==> src/rtl/sys_reset_ctrl.sv <==
// ---------------------------------------------------------------------------
// SysResetCtrl (module sys_reset_ctrl)
//
// Purpose: sequences the active-low reset of the timer core. A reset sequence
// is HOLD for HOLD_CYCLES cycles followed by a single RELEASE cycle, then the
// core comes out of reset. Sequences are started by the block reset, by an
// asynchronous external request (after synchronization) or by a four-phase
// software request/acknowledge handshake.
//
// Parameters:
//    HOLD_CYCLES  core reset hold length in sys_clk cycles (1..255)
//    SYNC_STAGES  depth of the ext_resetn synchronizer (2..4)
//
// Ports:
//    sys_clk      in   single clock, everything on its rising edge
//    sys_reset    in   asynchronous active-high block reset
//    ext_resetn   in   asynchronous active-low external reset request
//    sw_rst_req   in   level software reset request
//    cause_clr    in   one-cycle clear of rst_cause
//    core_resetn  out  registered active-low reset to the timer core
//    rst_busy     out  high while a reset sequence is in progress
//    sw_rst_ack   out  software request acknowledge
//    rst_cause    out  sticky cause, bit0 = external, bit1 = software
//
// Build option: define SYS_RESET_CTRL_CAUSE_EN to include the sticky cause
// register; without it rst_cause reads 00 and cause_clr has no effect.
// ---------------------------------------------------------------------------
module sys_reset_ctrl #(
   parameter int HOLD_CYCLES = 4,
   parameter int SYNC_STAGES = 2
) (
   input  logic       sys_clk,
   input  logic       sys_reset,
   input  logic       ext_resetn,
   input  logic       sw_rst_req,
   input  logic       cause_clr,
   output logic       core_resetn,
   output logic       rst_busy,
   output logic       sw_rst_ack,
   output logic [1:0] rst_cause
);

   typedef enum logic [1:0] {
      IDLE    = 2'd0,
      HOLD    = 2'd1,
      RELEASE = 2'd2
   } state_t;

   localparam logic [7:0] HoldLast = 8'(HOLD_CYCLES - 1);

   logic [SYNC_STAGES-1:0] syncChain_q;
   logic                   extReq;
   logic                   swAccept;

   state_t     state_q, state_d;
   logic [7:0] holdCount_q, holdCount_d;
   logic       swPending_q, swPending_d;
   logic       coreResetn_q, coreResetn_d;
   logic       busy_q, busy_d;
   logic       ack_q, ack_d;

   // The external request is asynchronous, so it is pulled through a chain of
   // flops that idle at 1 (no request); the request is the inverted last stage.
   always_ff @(posedge sys_clk or posedge sys_reset) begin
      if (sys_reset) begin
         syncChain_q <= '1;
      end else begin
         syncChain_q <= {syncChain_q[SYNC_STAGES-2:0], ext_resetn};
      end
   end

   assign extReq = ~syncChain_q[SYNC_STAGES-1];

   // A software request only counts once the previous one has been fully
   // acknowledged and withdrawn, which keeps one level request from
   // retriggering a second sequence.
   assign swAccept = sw_rst_req & ~ack_q;

   // State register plus the registered outputs. Block reset parks the FSM in
   // HOLD with a cleared counter so deassertion runs a normal full sequence,
   // and it drops any software request that was in flight.
   always_ff @(posedge sys_clk or posedge sys_reset) begin
      if (sys_reset) begin
         state_q      <= HOLD;
         holdCount_q  <= 8'd0;
         swPending_q  <= 1'b0;
         coreResetn_q <= 1'b0;
         busy_q       <= 1'b1;
         ack_q        <= 1'b0;
      end else begin
         state_q      <= state_d;
         holdCount_q  <= holdCount_d;
         swPending_q  <= swPending_d;
         coreResetn_q <= coreResetn_d;
         busy_q       <= busy_d;
         ack_q        <= ack_d;
      end
   end

   // Next-state logic. In HOLD a still-active external request keeps pulling
   // the counter back to zero, so the core stays in reset until the request
   // has been gone for a full hold period. Software requests are ignored
   // while a sequence is running; swPending remembers whether the running
   // sequence owes the software side an acknowledge.
   always_comb begin
      state_d     = state_q;
      holdCount_d = holdCount_q;
      swPending_d = swPending_q;
      case (state_q)
         IDLE: begin
            if (extReq || swAccept) begin
               state_d     = HOLD;
               holdCount_d = 8'd0;
               swPending_d = swAccept;
            end
         end
         HOLD: begin
            if (extReq) begin
               holdCount_d = 8'd0;
            end else if (holdCount_q == HoldLast) begin
               state_d = RELEASE;
            end else begin
               holdCount_d = holdCount_q + 8'd1;
            end
         end
         RELEASE: begin
            state_d     = IDLE;
            swPending_d = 1'b0;
         end
         default: begin
            state_d     = HOLD;
            holdCount_d = 8'd0;
            swPending_d = 1'b0;
         end
      endcase
   end

   // Output logic. The reset and busy outputs are derived from the next state
   // so that, once registered, they change on the same edge as the state.
   // The acknowledge rises as the sequence finishes and falls once the
   // request has been withdrawn while idle.
   always_comb begin
      coreResetn_d = (state_d == IDLE);
      busy_d       = (state_d != IDLE);
      ack_d        = ack_q;
      if (state_q == RELEASE && swPending_q) begin
         ack_d = 1'b1;
      end else if (state_q == IDLE && !sw_rst_req) begin
         ack_d = 1'b0;
      end
   end

   assign core_resetn = coreResetn_q;
   assign rst_busy    = busy_q;
   assign sw_rst_ack  = ack_q;

`ifdef SYS_RESET_CTRL_CAUSE_EN
   logic [1:0] cause_q, cause_d;
   logic [1:0] causeSet;

   // Cause bits latch on the edge that leaves IDLE, one per source that took
   // part in the trigger. The clear is applied first so a set in the same
   // cycle survives it.
   assign causeSet = {swAccept, extReq} & {2{state_q == IDLE}};

   always_comb begin
      cause_d = cause_clr ? 2'b00 : cause_q;
      cause_d = cause_d | causeSet;
   end

   always_ff @(posedge sys_clk or posedge sys_reset) begin
      if (sys_reset) begin
         cause_q <= 2'b00;
      end else begin
         cause_q <= cause_d;
      end
   end

   assign rst_cause = cause_q;
`else
   logic unusedCauseClr;

   // Without the cause register the clear input has nothing to act on.
   assign unusedCauseClr = cause_clr;
   assign rst_cause      = 2'b00;
`endif

endmodule

==> config.mk <==
export PLATFORM = sky130hd
export DESIGN_NAME = sys_reset_ctrl
export DESIGN_NICKNAME = d
export VERILOG_FILES = /design/src/rtl/sys_reset_ctrl.sv
export SDC_FILE = /design/constraint.sdc
export NUM_CORES = 1
export LEC_CHECK = 0
export ABC_AREA = 1
export CAP_MARGIN = 30
export CELL_PAD_IN_SITES_DETAIL_PLACEMENT = 1
export CELL_PAD_IN_SITES_GLOBAL_PLACEMENT = 1
export CORE_MARGIN = 2
export CORE_UTILIZATION = 40
export DETAILED_ROUTE_END_ITERATION = 8
export PLACE_DENSITY_LB_ADDON = 0.25
export SYNTH_ARGS = -nofsm -noshare
export SYNTH_HDL_FRONTEND = slang
export SYNTH_SLANG_ARGS = --single-unit
==> constraint.sdc <==
create_clock -name sys_clk -period 2 [get_ports sys_clk]
set_input_delay 0.2 -clock sys_clk [delete_from_list [all_inputs] [get_ports sys_clk]]
set_output_delay 0.2 -clock sys_clk [all_outputs]
set_load 0.02 [all_outputs]
==> results.md, run 1 <==
- Root buf cell: clkbuf_4
- # diodes: 0
- Min-Delay Path Class: input port to async pin
- Top cells by area, synth: dfrtp_1, nand2_1, dfstp_2
- DP Wirelength: 1280 um
- First-pass GRT wire length: 3150 um
- Data required, critical path: 1.80 ns
- CP Max Fanout: 1
- CTS Buffer Depth: 2
- # clock sinks: 16
- Nets: 122
- Die footprint: 0.00259 sq mm
- Status: completed
- Crit Path Category: flip-flop to primary output
- Via count: 674
- DP Area: 952 sq um
- CTS Buf Count: 3
- Ys Warns: 0
- Grt met2 use: 28.4%
- Number of synthesized register bits: 16
- Grt met3 use: 3.80%
- GR Util met1: 20.0%
- Dpl ws: 0.621 ns
- Tmin final: 1.59 ns
- Slew @ Worst Pin: 0.604 ns
- Fmax: 0.628 GHz
- Port bufs: 6
- Leakage power: 0.499 nW
- Final worst slack: 0.407 ns
- Final Hold Fails: 0
- Sequential fraction of the synthesis area: 46.0%
- R2r setup slk: 0.70 ns
- Maxcap violations: 0
- Antenna Violating Nets Remaining: 0
- Ports: 10
- Clock Latency Late Sink: 0.29 ns
- Post-route cell area: 978 sq um
- Setup TNS: 0 ns
- Syn_area_per_cell: 8.23 sq um
- Die Wd: 50.9 um
- Initial DRC count: 5
- Initial Util: 43.6%
- Critical Path Max Stage Delay: 0.59 ns
- Placer Congestion: 0.766
- Worst ir drop on vdd: 0.467 mV
- Clock slew at reported path FFs: 0.10 ns
- RSZ-0062 raised after global routing: false
- WL/cell: 11.8 um
- Cell area power density: 867 mW/mm^2
- Share of cells above drive strength 1: 17.4%
- Synth cell types: 24
- Critical path's top delay family: buffers and inverters
- Vias in the first global route: 724
- Slew HR: 59.7%
- Initial antenna violation count: 0
- Wirelength, routed: 1670 um
- Post-CTS Hold Fix Bufs: 0
- Post-CTS setup buffers: 0
- Syn Inst Count: 107
- DRT Pass-1 Iters: 3
- Fin crit share: 79.7%
- Via density: 4.75
- Skew final: 0.00898 ns
- Crit path launch type: flip-flop
- Die height: 50.9 um
- GRT busiest layer: met2
- Critical path, cell by cell: clkdlybuf4s50_1
- CP Data Arrival Time: 1.39 ns
- Core box area: 0.00202 sq mm
- Worst Setup End Kind: primary output
- Number of remaining DRC errors: 0
- GR Overflow Total: 0
- Synth area leader: dfrtp_1
- Post-Syn Area: 881 sq um
- Largest net degree at the start of global routing: 17
- CP bufs+invs: 1
- Share of the synthesized area in the top cell type: 34.1%
- Final setup violation count: 0
- Area Growth Syn to Fin: 11.1%
- Crit path max-delay cell type: clkdlybuf4s50_1
- H-tree levels: 1
- Fin. max-slew vios: 0
- Gr usage total: 16.8%
- CTS resizes: 0
- CTS tree: built
- Row Count: 16
==> synthesized netlist by cell type <==
cell type and n:
nand2_1 35, inv_1 14, dfrtp_1 12, nand3_1 10, nor2_1 5, dfstp_2 4, nand4_1 4, nand2_2 3
buf_4 2, nand2_4 2, nor2_4 2, o21ai_0 2, a21oi_1 1, and3_2 1, buf_6 1, conb_1 1
ha_1 1, inv_2 1, inv_4 1, nand3_4 1, nor2_2 1, nor2_8 1, o22ai_1 1, xor2_1 1
==> cell families after synthesis <==
logic type / Yosys count / share of synthesized area (%)
other cells: 1 / 0.426
fa+ha+maj: 1 / 1.42
compound gates: 4 / 2.41
xor+xnor: 1 / 0.994
buf+inv: 19 / 10.1
simple gates: 65 / 38.6
flops: 16 / 46.0
==> path summary, 6_finish.rpt <==
kind | from | to | cells past startpoint
min in group sys_clk | ext_resetn | syncChain_q[0] | 1
worst min register to register | syncChain_q[0] | syncChain_q[1] | 0
worst max register to register | syncChain_q[1] | holdCount_q[6] | 6
worst max-delay path | rst_busy | rst_busy | 1
max in group asynchronous | sys_reset | holdCount_q[6] | 2
worst min-delay path | sys_reset | state_q[1] | 2
==> layout make-up <==
type / count / area [sq um]
Sequential cell: 16 / 405
Inverter: 16 / 62.6
Clock buffer: 4 / 26.3
Timing Repair Buffer: 6 / 60.1
Fill cell: 253 / 1040
Multi-Input combinational cell: 73 / 390
Tap cell: 27 / 33.8
==> layout by cell type (no fill, tap or decap) <==
cell type        synthesis  final
nand2_1                 35     35
inv_1                   14     14
dfrtp_1                 12     12
nand3_1                 10     10
clkdlybuf4s50_1          0      6
nor2_1                   5      5
nand4_1                  4      4
dfstp_2                  4      4
nand2_2                  3      3
clkbuf_4                 0      3
o21ai_0                  2      2
nor2_4                   2      2
nand2_4                  2      2
conb_1                   1      2
inv_2                    1      1
a21oi_1                  1      1
o22ai_1                  1      1
nor2_8                   1      1
nor2_2                   1      1
nand3_4                  1      1
inv_4                    1      1
and3_2                   1      1
xor2_1                   1      1
ha_1                     1      1
clkbuf_1                 0      1
==> worst register-to-register path, stage by stage, from the launching register on <==
cell and delay, ns:
dfstp_2 0.68, nand2_4 0.08, nor2_4 0.13, nand3_4 0.10, nand2_4 0.13, nand2_1 0.06, nand2_1 0.06
==> layer usage <==
layer | part of all wire, % | vias to the layer above
met4 | 1.6 | 0
li1 | - | 343
met1 | 46 | 320
met5 | 0 | -
met2 | 49 | 7
met3 | 2.6 | 4
==> sequential cells by signal (all words and copies together), names as in the netlist <==
register and flops:
core_resetn 1, holdCount_q 8, rst_busy 1, state_q 2, swPending_q 1, sw_rst_ack 1
syncChain_q 2
==> report_power, final <==
| part | switching, mW | internal, mW |
|---|---|---|
| Sequential | 0.0427 | 0.380 |
| Clock | 0.104 | 0.0775 |
| Combinational | 0.149 | 0.0963 |
| Total | 0.295 | 0.553 |
==> through the flow <==
stage | total power, mW | instances | utilization (%) | hold slack, ns
global placement | 0.668 | 138 | 47.1 | 0.347
CTS | 0.868 | 142 | 48.4 | 0.301
finish | 0.848 | 142 | 48.4 | 0.270
global route | 0.924 | 142 | 48.4 | 0.305
detailed placement | 0.682 | 138 | 47.1 | 0.348
floorplan | 0.610 | 108 | - | 0.111
Power figures use the tool's default switching activity.
==> run 2: changes to the inputs <==
- CORE_UTILIZATION: 40 -> 36
- clock period: 2 -> 1.3 ns (I/O delays scaled with it)
==> results.md, run 2 (same netlist as run 1, synthesis figures left out) <==
- Placer Congestion: 0.795
- Comb pwr share: 31.7%
- Status: completed
- Via count: 723
- Clock slew at reported path FFs: 0.10 ns
- Most common cell after layout, fill and taps aside: nand2_1
- Skew final: 0.00753 ns
- Fin crit share: 95.7%
- Wirelength, routed: 1800 um
- Row Count: 17
- CP bufs+invs: 1
- Critical path, cell by cell: dlygate4sd2_1
- Final setup violation count: 0
- CP Max Fanout: 1
- Nets: 128
- H-tree levels: 1
- Data required, critical path: 1.17 ns
- Port bufs: 6
- Crit Path Category: flip-flop to primary output
- Initial DRC count: 6
- Tmin final: 1.24 ns
- Min-Delay Path Class: input port to async pin
- DRT Pass-1 Iters: 4
- Fin. max-slew vios: 0
- Gr usage total: 15.8%
- Clock power frac: 22.9%
- Crit path launch type: flip-flop
- Final Hold Fails: 0
- CTS Buf Count: 3
- Antenna Violating Nets Remaining: 0
- Commonest cells after routing, fill and taps aside: nand2_1, inv_1, dfrtp_1, nand3_1, buf_4
- RSZ-0062 raised after global routing: false
- DP Wirelength: 1390 um
- CTS tree: built
- Core box area: 0.00225 sq mm
- Die footprint: 0.00286 sq mm
- # diodes: 0
- Area Growth Syn to Fin: 18.3%
- Largest net degree at the start of global routing: 17
- CP Data Arrival Time: 1.11 ns
- Ports: 10
- WL/cell: 12.1 um
- Die Wd: 53.5 um
- Initial antenna violation count: 0
- Worst ir drop on vdd: 0.829 mV
- Maxcap violations: 0
- CTS Buffer Depth: 2
- Critical path's top delay family: flip-flops
- Seq pwr share: 45.3%
- GR Overflow Total: 0
- Post-CTS Hold Fix Bufs: 0
- Number of remaining DRC errors: 0
- Critical Path Max Stage Delay: 0.52 ns
- Cell area power density: 1350 mW/mm^2
- Top Registers: holdCount_q x8, state_q x2, syncChain_q x2
- Pint: 0.935 mW
- Layout Utilization: 46.2%
- Clock Latency Late Sink: 0.28 ns
- Max reg flops: 8
- Crit path max-delay cell type: dfstp_2
- # clock sinks: 16
- Leakage power: 0.543 nW
- Initial Util: 39.1%
- Share of cells above drive strength 1: 23.1%
- Worst Setup End Kind: primary output
- Most flops, register: holdCount_q
- Switching pwr: 0.471 mW
- Via density: 4.85
- First-pass GRT wire length: 3280 um
- Root buf cell: clkbuf_4
- Setup TNS: 0 ns
- Vias in the first global route: 788
- Switching share of total power: 33.5%
- Fmax: 0.804 GHz
- Die height: 53.5 um
## run 2: what timing repair did
action                     CTS  global route
buffers inserted             0             1
gates resized for setup      3             2
setup endpoints to repair    3             8
pin swaps                    0             1
## run 2: final cells by class
cell class / count / area [sq um]
clock buffer: 4 / 36.3
multi-input combinational: 73 / 402
timing repair buffer: 12 / 101
sequential: 16 / 405
inverter: 16 / 62.6
tap: 28 / 35.0
fill: 282 / 1210
## run 2: power by group through the flow
stage	clock network [mW]	logic (mW)	registers (mW)
6_report	0.323	0.446	0.637
5_1_grt	0.361	0.508	0.652
4_1_cts	0.343	0.422	0.643
3_5_place_dp	0	0.433	0.653
3_3_place_gp	0	0.416	0.645
2_1_floorplan	0	0.273	0.666
## run 2: per-layer routing
layer	wire (um)	vias up	share of wire (%)	GRT usage, %
met1	791	360	44	19.6
met3	28	2	1.6	2.82
met5	0	-	0	0
met4	14	0	0.78	6.84
met2	965	3	54	26.5
li1	-	358	-	-
## run 2: metrics by stage
stage | setup slack [ns] | std cells | hold WS (ns) | area (sq um) | power, mW
floorplan | 0.140 | 108 | 0.0409 | 885 | 0.939
global placement | 0.0165 | 144 | 0.346 | 991 | 1.06
detailed placement | -0.0388 | 144 | 0.347 | 991 | 1.09
CTS | 0.00333 | 148 | 0.160 | 1020 | 1.41
global route | 0.00495 | 149 | 0.199 | 1040 | 1.52
finish | 0.0556 | 149 | 0.162 | 1040 | 1.41
## run 2: path summary, 6_finish.rpt
check	depth (start not counted)	endpoint	startpoint	slack, ns
worst max-delay path	1	rst_busy	rst_busy	0.06
worst min-delay path	3	holdCount_q[1]	sys_reset	0.16
worst max register to register	7	holdCount_q[6]	state_q[0]	0.08
worst min register to register	0	syncChain_q[1]	syncChain_q[0]	0.36
max in group asynchronous	3	syncChain_q[1]	sys_reset	0.88
min in group sys_clk	1	syncChain_q[0]	ext_resetn	0.27
